File: src/rtl/zswitch_array.sv
// zswitch_array: independent per-channel push-button conditioners. Each channel runs a
// 2-flop synchroniser, a debouncer, press/release strobes and long-press/auto-repeat timing.
module zswitch_chan #(
   parameter int DEBOUNCE_CYCLES = 500000,
   parameter int LONG_CYCLES     = 50000000,
   parameter int REPEAT_CYCLES   = 0,
   parameter int ACTIVE_LOW      = 1
) (
   input  logic iClk,
   input  logic iRstN,
   input  logic iSw,
   output logic oSwDown,
   output logic oSwUp,
   output logic oSwLevel,
   output logic oSwLong
);
   localparam int DW   = $clog2(DEBOUNCE_CYCLES);
   localparam int HMAX = (LONG_CYCLES > REPEAT_CYCLES) ? LONG_CYCLES : REPEAT_CYCLES;
   localparam int HW   = $clog2(HMAX + 1);
   localparam logic [DW-1:0] DB_LAST = DW'(DEBOUNCE_CYCLES - 1);
   localparam logic [HW-1:0] LONG_T  = HW'(LONG_CYCLES);
   localparam logic [HW-1:0] REP_T   = HW'(REPEAT_CYCLES);

   logic          pressed;
   logic          sync1_q, sync2_q;
   logic          stable_q, stable_d;
   logic          down_q, down_d, up_q, up_d, long_q, long_d;
   logic          rep_q, rep_d;
   logic [DW-1:0] cnt_q, cnt_d;
   logic [HW-1:0] hold_q, hold_d, hold_inc, target;

   assign pressed = (ACTIVE_LOW != 0) ? ~iSw : iSw;

   always_comb begin
      stable_d = stable_q;
      down_d   = 1'b0;
      up_d     = 1'b0;
      cnt_d    = '0;
      if (sync2_q != stable_q) begin
         if (cnt_q == DB_LAST) begin
            stable_d = sync2_q;
            down_d   = sync2_q;
            up_d     = ~sync2_q;
         end else begin
            cnt_d = cnt_q + 1'b1;
         end
      end
   end

   // After the first long strobe the counter restarts and times the repeat interval;
   // with repeat disabled it simply stops, giving one long strobe per press.
   always_comb begin
      hold_inc = hold_q + 1'b1;
      target   = rep_q ? REP_T : LONG_T;
      hold_d   = hold_q;
      rep_d    = rep_q;
      long_d   = 1'b0;
      if (!stable_q || !stable_d) begin
         hold_d = '0;
         rep_d  = 1'b0;
      end else if (!(rep_q && REPEAT_CYCLES == 0)) begin
         hold_d = hold_inc;
         if (hold_inc == target) begin
            hold_d = '0;
            rep_d  = 1'b1;
            long_d = 1'b1;
         end
      end
   end

   always_ff @(posedge iClk or negedge iRstN) begin
      if (!iRstN) begin
         sync1_q  <= 1'b0;
         sync2_q  <= 1'b0;
         stable_q <= 1'b0;
         cnt_q    <= '0;
         down_q   <= 1'b0;
         up_q     <= 1'b0;
         long_q   <= 1'b0;
         rep_q    <= 1'b0;
         hold_q   <= '0;
      end else begin
         sync1_q  <= pressed;
         sync2_q  <= sync1_q;
         stable_q <= stable_d;
         cnt_q    <= cnt_d;
         down_q   <= down_d;
         up_q     <= up_d;
         long_q   <= long_d;
         rep_q    <= rep_d;
         hold_q   <= hold_d;
      end
   end

   assign oSwDown  = down_q;
   assign oSwUp    = up_q;
   assign oSwLevel = stable_q;
   assign oSwLong  = long_q;
endmodule

module zswitch_array #(
   parameter int CHANNELS        = 4,
   parameter int DEBOUNCE_CYCLES = 500000,
   parameter int LONG_CYCLES     = 50000000,
   parameter int REPEAT_CYCLES   = 0,
   parameter int ACTIVE_LOW      = 1
) (
   input  logic                iClk,
   input  logic                iRstN,
   input  logic [CHANNELS-1:0] iSw,
   output logic [CHANNELS-1:0] oSwDown,
   output logic [CHANNELS-1:0] oSwUp,
   output logic [CHANNELS-1:0] oSwLevel,
   output logic [CHANNELS-1:0] oSwLong
);
   for (genvar g = 0; g < CHANNELS; g++) begin : g_ch
      zswitch_chan #(
         .DEBOUNCE_CYCLES(DEBOUNCE_CYCLES),
         .LONG_CYCLES    (LONG_CYCLES),
         .REPEAT_CYCLES  (REPEAT_CYCLES),
         .ACTIVE_LOW     (ACTIVE_LOW)
      ) u_ch (
         .iClk    (iClk),
         .iRstN   (iRstN),
         .iSw     (iSw[g]),
         .oSwDown (oSwDown[g]),
         .oSwUp   (oSwUp[g]),
         .oSwLevel(oSwLevel[g]),
         .oSwLong (oSwLong[g])
      );
   end
endmodule

File: config.mk
export PLATFORM = sky130hd
export DESIGN_NAME = zswitch_array
export DESIGN_NICKNAME = d
export VERILOG_FILES = /design/src/rtl/zswitch_array.sv
export SDC_FILE = /design/constraint.sdc
export NUM_CORES = 1
export LEC_CHECK = 0
export BUFFER_PORTS_ARGS = -buffer_cell sky130_fd_sc_hd__buf_4
export CAP_MARGIN = 20
export CORE_UTILIZATION = 51
export CTS_BUF_LIST = sky130_fd_sc_hd__clkbuf_4 sky130_fd_sc_hd__clkbuf_8
export CTS_CLUSTER_SIZE = 10
export DETAILED_ROUTE_END_ITERATION = 8
export GPL_ROUTABILITY_DRIVEN = 0
export HOLD_SLACK_MARGIN = 0.1
export PLACE_DENSITY = 0.68
export SETUP_SLACK_MARGIN = 0.15
export SLEW_MARGIN = 15
export SYNTH_ARGS = -nofsm -noshare
export SYNTH_HDL_FRONTEND = slang
export SYNTH_HIERARCHICAL = 1
export SYNTH_SLANG_ARGS = --single-unit
File: constraint.sdc
create_clock -name iClk -period 3.9 [get_ports iClk]
set_clock_uncertainty 0.1 [all_clocks]
set_input_delay 0.975 -clock iClk [delete_from_list [all_inputs] [get_ports iClk]]
set_output_delay 0.975 -clock iClk [all_outputs]
set_load 0.1 [all_outputs]
==> run_results.csv, run 1 <==
group,metric,value,unit
status,status,"finished, final reports clean",
timing,rsz0062_at_grt,"no",
synth,ys_types,56,
flow_run,cap_violations,0,
detailed_routing,drt_iter0_markers,681,
cts,cts_tree,"yes",
timing,finalMaxSlewViolations,0,
global_routing,grt_max_degree,85,
finish,synthToLayoutAreaGrowth,7.410,%
finish,final-seq-area,5205,um^2
global_routing,grt_pass1_wl,46.37,mm
detailed_routing,drc,0,
cts,h-tree-depth,2,
timing,final.setup.tns,0,ns
critical_path,cp.arrival,3.69,ns
floorplanning,initial_core_util,51.81,%
cts,clockBufferDepth,3,
cts,cts_resized,0,
synth,netlist.area_leader.share,41.43,%
finish,diodes,0,
cts,insertion_delay,0.53,ns
critical_path,worstSetupEndpointType,"flop",
finish,multi_input_area,6656,um^2
timing,fin_hold_ws,0.2486,ns
critical_path,startpoint,"g_ch[2].u_ch/hold_q[0]",
finish,fill_cells,2194,
min_path,hold_start,"g_ch[1].u_ch/sync1_q",
cts,clkTransAtPathRegs,0.06,ns
timing,max_slew_margin,55.44,%
critical_path,slowest_delay,0.59,ns
global_routing,grt_usage,21.46,%
synth,syn_avg_cell_area,8.947,um^2
timing,final-setup-viol-count,0,
power,powerDensity,337.7,nW/um^2
synth,yosysSeqAreaShare,41.43,%
timing,post-route-min-period,3.407,ns
floorplanning,pin_count,22,
floorplanning,die_y,158.9,um
finish,drive_gt1_share,11.71,%
detailed_routing,vias_per_cell,5.815,
cts,cts_buffers,39,
power,finalPower,0.004556,W
global_routing,grt_overflow,0,
placed_design,io_buffers,21,
synth,netlist_area,12560,um^2
min_path,hold_class,"reg -> reg",
synth,syn_inst,1404,
cts,cts_sinks,208,
critical_path,path_delay_family,"simple AND/OR/NAND/NOR gates",
cts,root_buffer,"clkbuf_8",
synth,synthArstFlopShare,100.0,%
power,peakVddDrop,0.0002165,V
floorplanning,fp.dieW,158.9,um
global_routing,antenna_found_initial,0,
timing,worst_slew_pin_slew,0.6684,ns
detailed_routing,post_drt_wl_per_cell,15.34,um
synth,ys_ff_latch,208,
detailed_routing,drt-total-wl,26.72,mm
critical_path,cp_max_fo,8,
synth,yosys_warnings,6,
timing,min_period_over_period,87.36,%
synth,ys.flop_type,"dfrtp_1",
synth,yosysTopAreaCell,"dfrtp_1",
floorplanning,die_area,25260,um^2
timing,max_freq,0.2935,GHz
global_routing,first_global_vias,9628,
cts,post-cts-setup-buffer-count,0,
detailed_routing,ant_nets,0,
critical_path,cp_num_buf_inv,0,
timing,hold_violations,0,
synth,synth_common_cells,"dfrtp_1, nor2_1, nand2_1, nand3_1, xnor2_1",
critical_path,regToRegStartpoint,"g_ch[2].u_ch/hold_q[0]",
synth,synthTopCellsByArea,"dfrtp_1, nor2_1, xnor2_1, xor2_1, nand2_1",
synth,synth_edf_count,0,
floorplanning,num_rows,57,
synth,syn_nets,1418,
critical_path,worstSetupPathType,"reg -> reg",
critical_path,worstPathCellList,"ha_1, nand3_1, nor3_1, nand3_1, o31a_2, or4_1, or3_1, o21ai_1, o21ai_0",
placed_design,dp_hpwl,17.92,mm
critical_path,cp-start-kind,"flop",
finish,final_nets,1403,
critical_path,crit_required,4.19,ns
floorplanning,core_area,24250,um^2
synth,yosysMostFrequentCell,"dfrtp_1",
cts,holdBufCountCts,0,
critical_path,cpMostUsedCell,"nand3_1",
critical_path,crit_path_top_delay_cell,"or4_1",
detailed_routing,num_vias,10129,
power,p_leak,5.279,nW
detailed_routing,detail_route.first_pass.iterations,5,
flip-flops by register name, summed over array words and instances, names as in the netlist:
name	flops
g_ch.u_ch/cnt_q	76
g_ch.u_ch/hold_q	104
g_ch.u_ch/oSwDown	4
g_ch.u_ch/oSwLevel	4
g_ch.u_ch/oSwLong	4
g_ch.u_ch/oSwUp	4
g_ch.u_ch/rep_q	4
g_ch.u_ch/sync1_q	4
g_ch.u_ch/sync2_q	4
area by class of cell:
| cell class | count | area share [%] |
|---|---|---|
| multi-input combinational | 1084 | 49.33 |
| sequential | 208 | 38.58 |
| clock buffer | 64 | 5.972 |
| tap | 324 | 3.004 |
| timing repair buffer | 32 | 2.022 |
| inverter | 24 | 0.6677 |
| clock inverter | 6 | 0.4266 |
routing by layer:
layer / global-route usage (%) / vias up / share of wire, %
li1: - / 4944 / -
met1: 30.23 / 4876 / 48
met2: 33.89 / 261 / 46
met3: 3.490 / 48 / 4.7
met4: 6.818 / 0 / 1.9
met5: 0 / - / 0
path summary, 6_finish.rpt:
| kind | slack, ns | to | cells after the start |
|---|---|---|---|
| worst min-delay path | 0.25 | g_ch[1].u_ch/sync2_q | 0 |
| worst max register to register | 0.49 | g_ch[2].u_ch/hold_q[1] | 9 |
| max in group asynchronous | 2.53 | g_ch[2].u_ch/cnt_q[10] | 2 |
| worst min register to register | 0.25 | g_ch[1].u_ch/sync2_q | 0 |
| min in group asynchronous | 0.32 | g_ch[0].u_ch/hold_q[25] | 1 |
| worst max-delay path | 0.49 | g_ch[2].u_ch/hold_q[1] | 9 |
kinds of logic (layout without fill, tap and decap cells):
family | Yosys count | in the layout | share of synthesized area [%]
compound gates | 184 | 184 | 10.44
mux | 4 | 4 | 0.3585
xor+xnor | 164 | 164 | 11.43
flops | 208 | 208 | 41.43
fa+ha+maj | 8 | 8 | 0.7968
buf+inv | 112 | 126 | 5.578
simple gates | 724 | 724 | 29.96
layout by cell type (no fill, tap or decap), drive strengths merged, types with 24 or more instances in the layout:
cell type,count
or3,28
nand3,88
nor4,32
xor2,80
nand2,144
a31oi,28
dfrtp,208
nor3,48
nand4,56
a21oi,32
buf,32
xnor2,84
inv,24
clkbuf,64
o21ai,48
nor2,204
and3,24
stage by stage:
| step | instance area (um^2) | util [%] | worst slack (ns) | cells |
|---|---|---|---|---|
| 6_report | 13490 | 55.65 | 0.4928 | 1742 |
| 5_1_grt | 13490 | 55.65 | 0.3292 | 1742 |
| 4_1_cts | 13490 | 55.65 | 0.5488 | 1742 |
| 3_5_place_dp | 12630 | 52.08 | 0.5686 | 1672 |
| 3_3_place_gp | 12630 | 52.08 | 0.5896 | 1672 |
| 2_1_floorplan | 12560 | - | 1.056 | 1404 |
power breakdown:
part           total (W)  internal [W]  leakage, nW  switching (W)
sequential       0.00219       0.00217         2.88      0.0000142
combinational  0.0000822     0.0000205         1.94      0.0000616
clock            0.00229       0.00137        0.459       0.000917
Note: power is estimated with default switching activity, not from simulation.
==> run 2: changes to the inputs <==
Settings changed: REMOVE_ABC_BUFFERS from default to 1.
==> run 2 against run 1 <==
  * Sequential power barely moved
  * Register-to-register slack about the same
  * Non-clock buffer count decreased by 1
  * Cell count is 0.17% lower
  * Hold slack improved by 0.0026 ns
  * Highest routed layer unchanged
  * Sequential cell count did not move
  * Sequential share of layout area up 0.061 points
  * First-iteration DRC count increased by 21%
  * Global-route usage hardly changed
  * Critical path type unchanged
  * Largest power group unchanged
  * Combinational power decreased by 2%
  * Count of clock-buffer cells in the layout up 1
  * Largest cell class unchanged
==> run_results.csv, run 2 (same netlist as run 1, synthesis figures left out) <==
group,metric,value,unit
global_routing,antenna_found_initial,0,
min_path,hold_path_end,"g_ch[2].u_ch/sync2_q",
status,status,"finished, final reports clean",
detailed_routing,detail_route.first_pass.iterations,5,
min_path,hold_start,"g_ch[2].u_ch/sync1_q",
critical_path,cp_max_fo,8,
cts,root_buffer,"clkbuf_8",
timing,final.setup.tns,0,ns
timing,max_freq,0.2942,GHz
floorplanning,die_area,25260,um^2
critical_path,worstSetupPathType,"reg -> reg",
critical_path,cp.arrival,3.69,ns
cts,cts_tree,"yes",
placed_design,pre_cts_slack,0.5629,ns
placed_design,dp_hpwl,17.82,mm
finish,largestRegisters,"g_ch.u_ch/hold_q (104), g_ch.u_ch/cnt_q (76)",
finish,final_nets,1400,
critical_path,regToRegStartpoint,"g_ch[3].u_ch/hold_q[0]",
timing,worst_slew_pin_slew,0.7985,ns
global_routing,top_usage_layer,"met2",
flow_run,cap_violations,0,
global_routing,grt_pass1_wl,46.40,mm
cts,cts_sinks,208,
timing,rsz0062_at_grt,"no",
cts,clockBufferDepth,3,
finish,final_cell_mix,"dfrtp_1, nor2_1, nand2_1",
finish,largest_register_ff_count,104,
critical_path,r2r-end,"g_ch[3].u_ch/hold_q[21]",
detailed_routing,post_drt_wl_per_cell,15.16,um
global_routing,grt.met2_usage,33.97,%
detailed_routing,drt_iter0_markers,821,
power,powerDensity,334.1,nW/um^2
timing,setup_ws,0.5009,ns
power,peakVddDrop,0.0002033,V
min_path,holdPathStages,0,
detailed_routing,drc,0,
finish,multi_input_area,6656,um^2
placed_design,io_buffers,21,
cts,clkTransAtPathRegs,0.06,ns
critical_path,crit_required,4.19,ns
timing,max_slew_margin,46.77,%
timing,hold_violations,0,
detailed_routing,num_vias,10070,
global_routing,met1_usage,29.90,%
floorplanning,die_y,158.9,um
global_routing,grt_overflow,0,
cts,cts_buffers,37,
detailed_routing,drt-total-wl,26.37,mm
cts,cts_resized,0,
floorplanning,initial_core_util,51.81,%
floorplanning,pin_count,22,
finish,final_common_cell,"dfrtp_1",
timing,post-route-min-period,3.399,ns
cts,h-tree-depth,2,
timing,finalMaxSlewViolations,0,
finish,drive_gt1_share,11.52,%
floorplanning,fp.dieW,158.9,um
detailed_routing,ant_nets,0,
floorplanning,core_area,24250,um^2
critical_path,r2r_slack,0.50,ns
power,p_leak,5.264,nW
cts,post-cts-setup-buffer-count,0,
finish,diodes,0,
detailed_routing,vias_per_cell,5.791,
critical_path,ff2ff_path_depth,9,
global_routing,grt_max_degree,103,
cts,insertion_delay,0.53,ns
global_routing,grt_usage,21.49,%
finish,final-seq-area,5205,um^2
floorplanning,num_rows,57,
global_routing,grtUsageMet3,3.829,%
cts,holdBufCountCts,0,
min_path,hold_class,"reg -> reg",
critical_path,cp-start-kind,"flop",
global_routing,first_global_vias,9657,
timing,min_period_over_period,87.16,%
finish,synthToLayoutAreaGrowth,7.241,%
finish,top_register,"g_ch.u_ch/hold_q",
timing,final-setup-viol-count,0,
critical_path,worstSetupEndpointType,"flop",
finish,fill_cells,2158,
finish,postLayoutCoreUtil,55.56,%
==> run 2: changes by cell type in the layout (fill, tap and decap cells not counted), sizes merged <==
cell	before	now
clkbuf	64	65
clkinv	4	2
buf	32	31
bufinv	1	0
==> run 2: worst max-delay path, stage by stage, from the launching register on <==
cell     delay [ns]
dfrtp_1        0.43
ha_1           0.24
nand3_1        0.28
nor4_1         0.42
xnor2_1        0.19
nand4_1        0.11
or4_1          0.50
or3_1          0.51
o21ai_1        0.34
o21ai_0        0.14
==> run 2: how the worst max path moves through the flow <==
| stage | slack (ns) | from | end |
|---|---|---|---|
| floorplan | 0.68 | g_ch[0].u_ch/cnt_q[6] | g_ch[0].u_ch/hold_q[21] |
| global placement | 0.55 | g_ch[1].u_ch/hold_q[0] | g_ch[1].u_ch/hold_q[21] |
| detailed placement | 0.56 | g_ch[1].u_ch/hold_q[0] | g_ch[1].u_ch/hold_q[21] |
| CTS | 0.56 | g_ch[1].u_ch/hold_q[0] | g_ch[1].u_ch/hold_q[1] |
| global route | 0.25 | g_ch[3].u_ch/hold_q[0] | g_ch[3].u_ch/hold_q[21] |
| finish | 0.50 | g_ch[3].u_ch/hold_q[0] | g_ch[3].u_ch/hold_q[21] |
==> run 2: metal layers <==
metal | wire length [um] | vias to the layer above
met3 | 1496 | 48
met1 | 12350 | 4805
li1 | - | 4937
met5 | 0 | -
met4 | 481 | 0
met2 | 12040 | 280
==> run 2: power breakdown <==
| part | internal [W] | switching, W |
|---|---|---|
| sequential | 0.00217 | 0.0000136 |
| combinational | 0.0000198 | 0.0000607 |
| clock | 0.00134 | 0.000898 |
| total | 0.00353 | 0.000972 |
==> run 2: area by class of cell <==
| cell class | instances | share of cell area [%] |
|---|---|---|
| repair buffers | 31 | 1.969 |
| multi-input cells | 1084 | 49.41 |
| flip-flops and latches | 208 | 38.64 |
| well taps | 324 | 3.009 |
| clock inverters | 3 | 0.1300 |
| inverters | 24 | 0.6687 |
| clock buffers | 65 | 6.176 |
==> run 2: stage by stage <==
stage,instance area (um^2),total power (W),std cells,hold WS [ns]
2_1_floorplan,11950,0.002248,1316,0.2312
3_3_place_gp,12620,0.002310,1671,0.2323
3_5_place_dp,12620,0.002311,1671,0.2403
4_1_cts,13470,0.004595,1739,0.2548
5_1_grt,13470,0.004707,1739,0.2674
6_report,13470,0.004501,1739,0.2512
==> run 3: changes to the inputs <==
Settings changed: CORE_UTILIZATION 51 to 35, PLACE_DENSITY 0.68 to 0.5.
==> run 3 against run 2 <==
  * Largest cell class unchanged
  * Via count increased by 0.64%
  * Cell area increased by 1.3%
  * Total power increased by 0.77%
  * Critical path type unchanged
  * Critical path depth unchanged
==> run_results.csv, run 3 (same netlist as run 1, synthesis figures left out) <==
group,metric,value,unit
finish,drive_gt1_share,11.83,%
detailed_routing,post_drt_wl_per_cell,15.10,um
cts,cts_tree,"yes",
critical_path,r2r_slack,0.54,ns
floorplanning,initial_core_util,35.40,%
cts,cts_buffers,39,
timing,worst_slew_pin_slew,0.7446,ns
timing,rsz0062_at_grt,"no",
detailed_routing,ant_nets,0,
min_path,holdPathStages,0,
timing,max_freq,0.2972,GHz
floorplanning,pin_count,22,
critical_path,regToRegStartpoint,"g_ch[1].u_ch/hold_q[0]",
flow_run,cap_violations,0,
cts,cts_resized,0,
placed_design,placed_cell_area,12810,um^2
power,powerDensity,332.5,nW/um^2
placed_design,io_buffers,21,
cts,cts_sinks,208,
timing,final-setup-viol-count,0,
timing,min_period_over_period,86.27,%
global_routing,grt_max_degree,90,
floorplanning,die_y,191.5,um
cts,clkTransAtPathRegs,0.06,ns
timing,finalMaxSlewViolations,0,
critical_path,worstSetupPathType,"reg -> reg",
floorplanning,fp.dieW,191.5,um
power,p_leak,5.273,nW
critical_path,r2r-end,"g_ch[1].u_ch/hold_q[21]",
finish,final_area,13640,um^2
finish,diodes,0,
cts,post-cts-setup-buffer-count,0,
cts,root_buffer,"clkbuf_8",
power,peakVddDrop,0.0002210,V
global_routing,antenna_found_initial,0,
status,status,"finished, final reports clean",
timing,hold_violations,0,
global_routing,grt_usage,16.12,%
min_path,hold_path_end,"g_ch[2].u_ch/sync2_q",
global_routing,grt_overflow,0,
critical_path,worstSetupEndpointType,"flop",
cts,h-tree-depth,2,
global_routing,first_global_vias,9722,
floorplanning,num_rows,69,
detailed_routing,num_vias,10134,
min_path,hold_class,"reg -> reg",
detailed_routing,vias_per_cell,5.388,
timing,post-route-min-period,3.365,ns
cts,insertion_delay,0.57,ns
detailed_routing,detail_route.first_pass.iterations,5,
finish,largestRegisters,"g_ch.u_ch/hold_q (104), g_ch.u_ch/cnt_q (76)",
timing,max_slew_margin,50.36,%
finish,synthToLayoutAreaGrowth,8.586,%
detailed_routing,drt-total-wl,28.41,mm
cts,clockBufferDepth,3,
detailed_routing,drt_iter0_markers,634,
min_path,hold_start,"g_ch[2].u_ch/sync1_q",
critical_path,crit_required,4.23,ns
finish,final_cell_mix,"dfrtp_1, nor2_1, nand2_1",
placed_design,dp_hpwl,19.30,mm
critical_path,cp-start-kind,"flop",
finish,top_register,"g_ch.u_ch/hold_q",
detailed_routing,drc,0,
floorplanning,die_area,36650,um^2
floorplanning,core_area,35480,um^2
finish,fill_cells,3600,
timing,final.setup.tns,0,ns
finish,final_common_cell,"dfrtp_1",
critical_path,ff2ff_path_depth,9,
timing,setup_ws,0.5354,ns
placed_design,pre_cts_slack,0.5569,ns
critical_path,cp.arrival,3.69,ns
global_routing,grt_pass1_wl,48.64,mm
critical_path,cp_max_fo,8,
finish,final_nets,1406,
finish,largest_register_ff_count,104,
cts,holdBufCountCts,0,
==> run 3: worst max-delay path by stage <==
stage,startpoint,to,slack [ns],depth (start not counted)
final,g_ch[1].u_ch/hold_q[0],g_ch[1].u_ch/hold_q[21],0.54,9
after global routing,g_ch[3].u_ch/hold_q[0],g_ch[3].u_ch/hold_q[23],0.28,9
after CTS,g_ch[1].u_ch/hold_q[0],g_ch[1].u_ch/hold_q[21],0.54,9
after detailed placement,g_ch[1].u_ch/hold_q[0],g_ch[1].u_ch/hold_q[21],0.56,9
after global placement,g_ch[3].u_ch/hold_q[0],g_ch[3].u_ch/hold_q[21],0.47,9
after floorplan,g_ch[0].u_ch/cnt_q[6],g_ch[0].u_ch/hold_q[21],0.68,7
==> run 3: final cells by class <==
class	instances	area (um^2)	area share, %
Multi-Input combinational cell	1084	6656	48.80
Sequential cell	208	5205	38.16
Clock buffer	60	732.0	5.366
Tap cell	461	576.8	4.229
Timing Repair Buffer	35	282.8	2.073
Clock inverter	9	97.59	0.7155
Inverter	24	90.09	0.6604
==> run 3: stage by stage <==
stage / utilization [%] / power [W] / hold slack [ns] / instances
2_1_floorplan: - / 0.002248 / 0.2312 / 1316
3_3_place_gp: 36.10 / 0.002315 / 0.2317 / 1812
3_5_place_dp: 36.10 / 0.002317 / 0.2363 / 1812
4_1_cts: 38.44 / 0.004659 / 0.2504 / 1881
5_1_grt: 38.44 / 0.004763 / 0.2605 / 1881
6_report: 38.44 / 0.004535 / 0.2497 / 1881
==> run 3: worst max-delay path: stages (launching register included) <==
cell and delay, ns:
dfrtp_1 0.42, ha_1 0.25, nand3_1 0.28, nor4_1 0.41, xnor2_1 0.17, nand4_1 0.10, or4_1 0.50, or3_1 0.52
o21ai_1 0.32, o21ai_0 0.15
==> run 3: per-layer routing <==
metal	GRT usage, %	vias up	wire length (um)
li1	-	4944	-
met1	21.31	4908	13410
met2	25.65	220	12840
met3	3.947	62	1427
met4	5.311	0	725
met5	0	-	0
==> run 3: where the power goes <==
group           total, W  internal (W)  switching (W)
Clock            0.00226       0.00133       0.000937
Sequential       0.00219       0.00217      0.0000138
Combinational  0.0000844     0.0000203      0.0000640
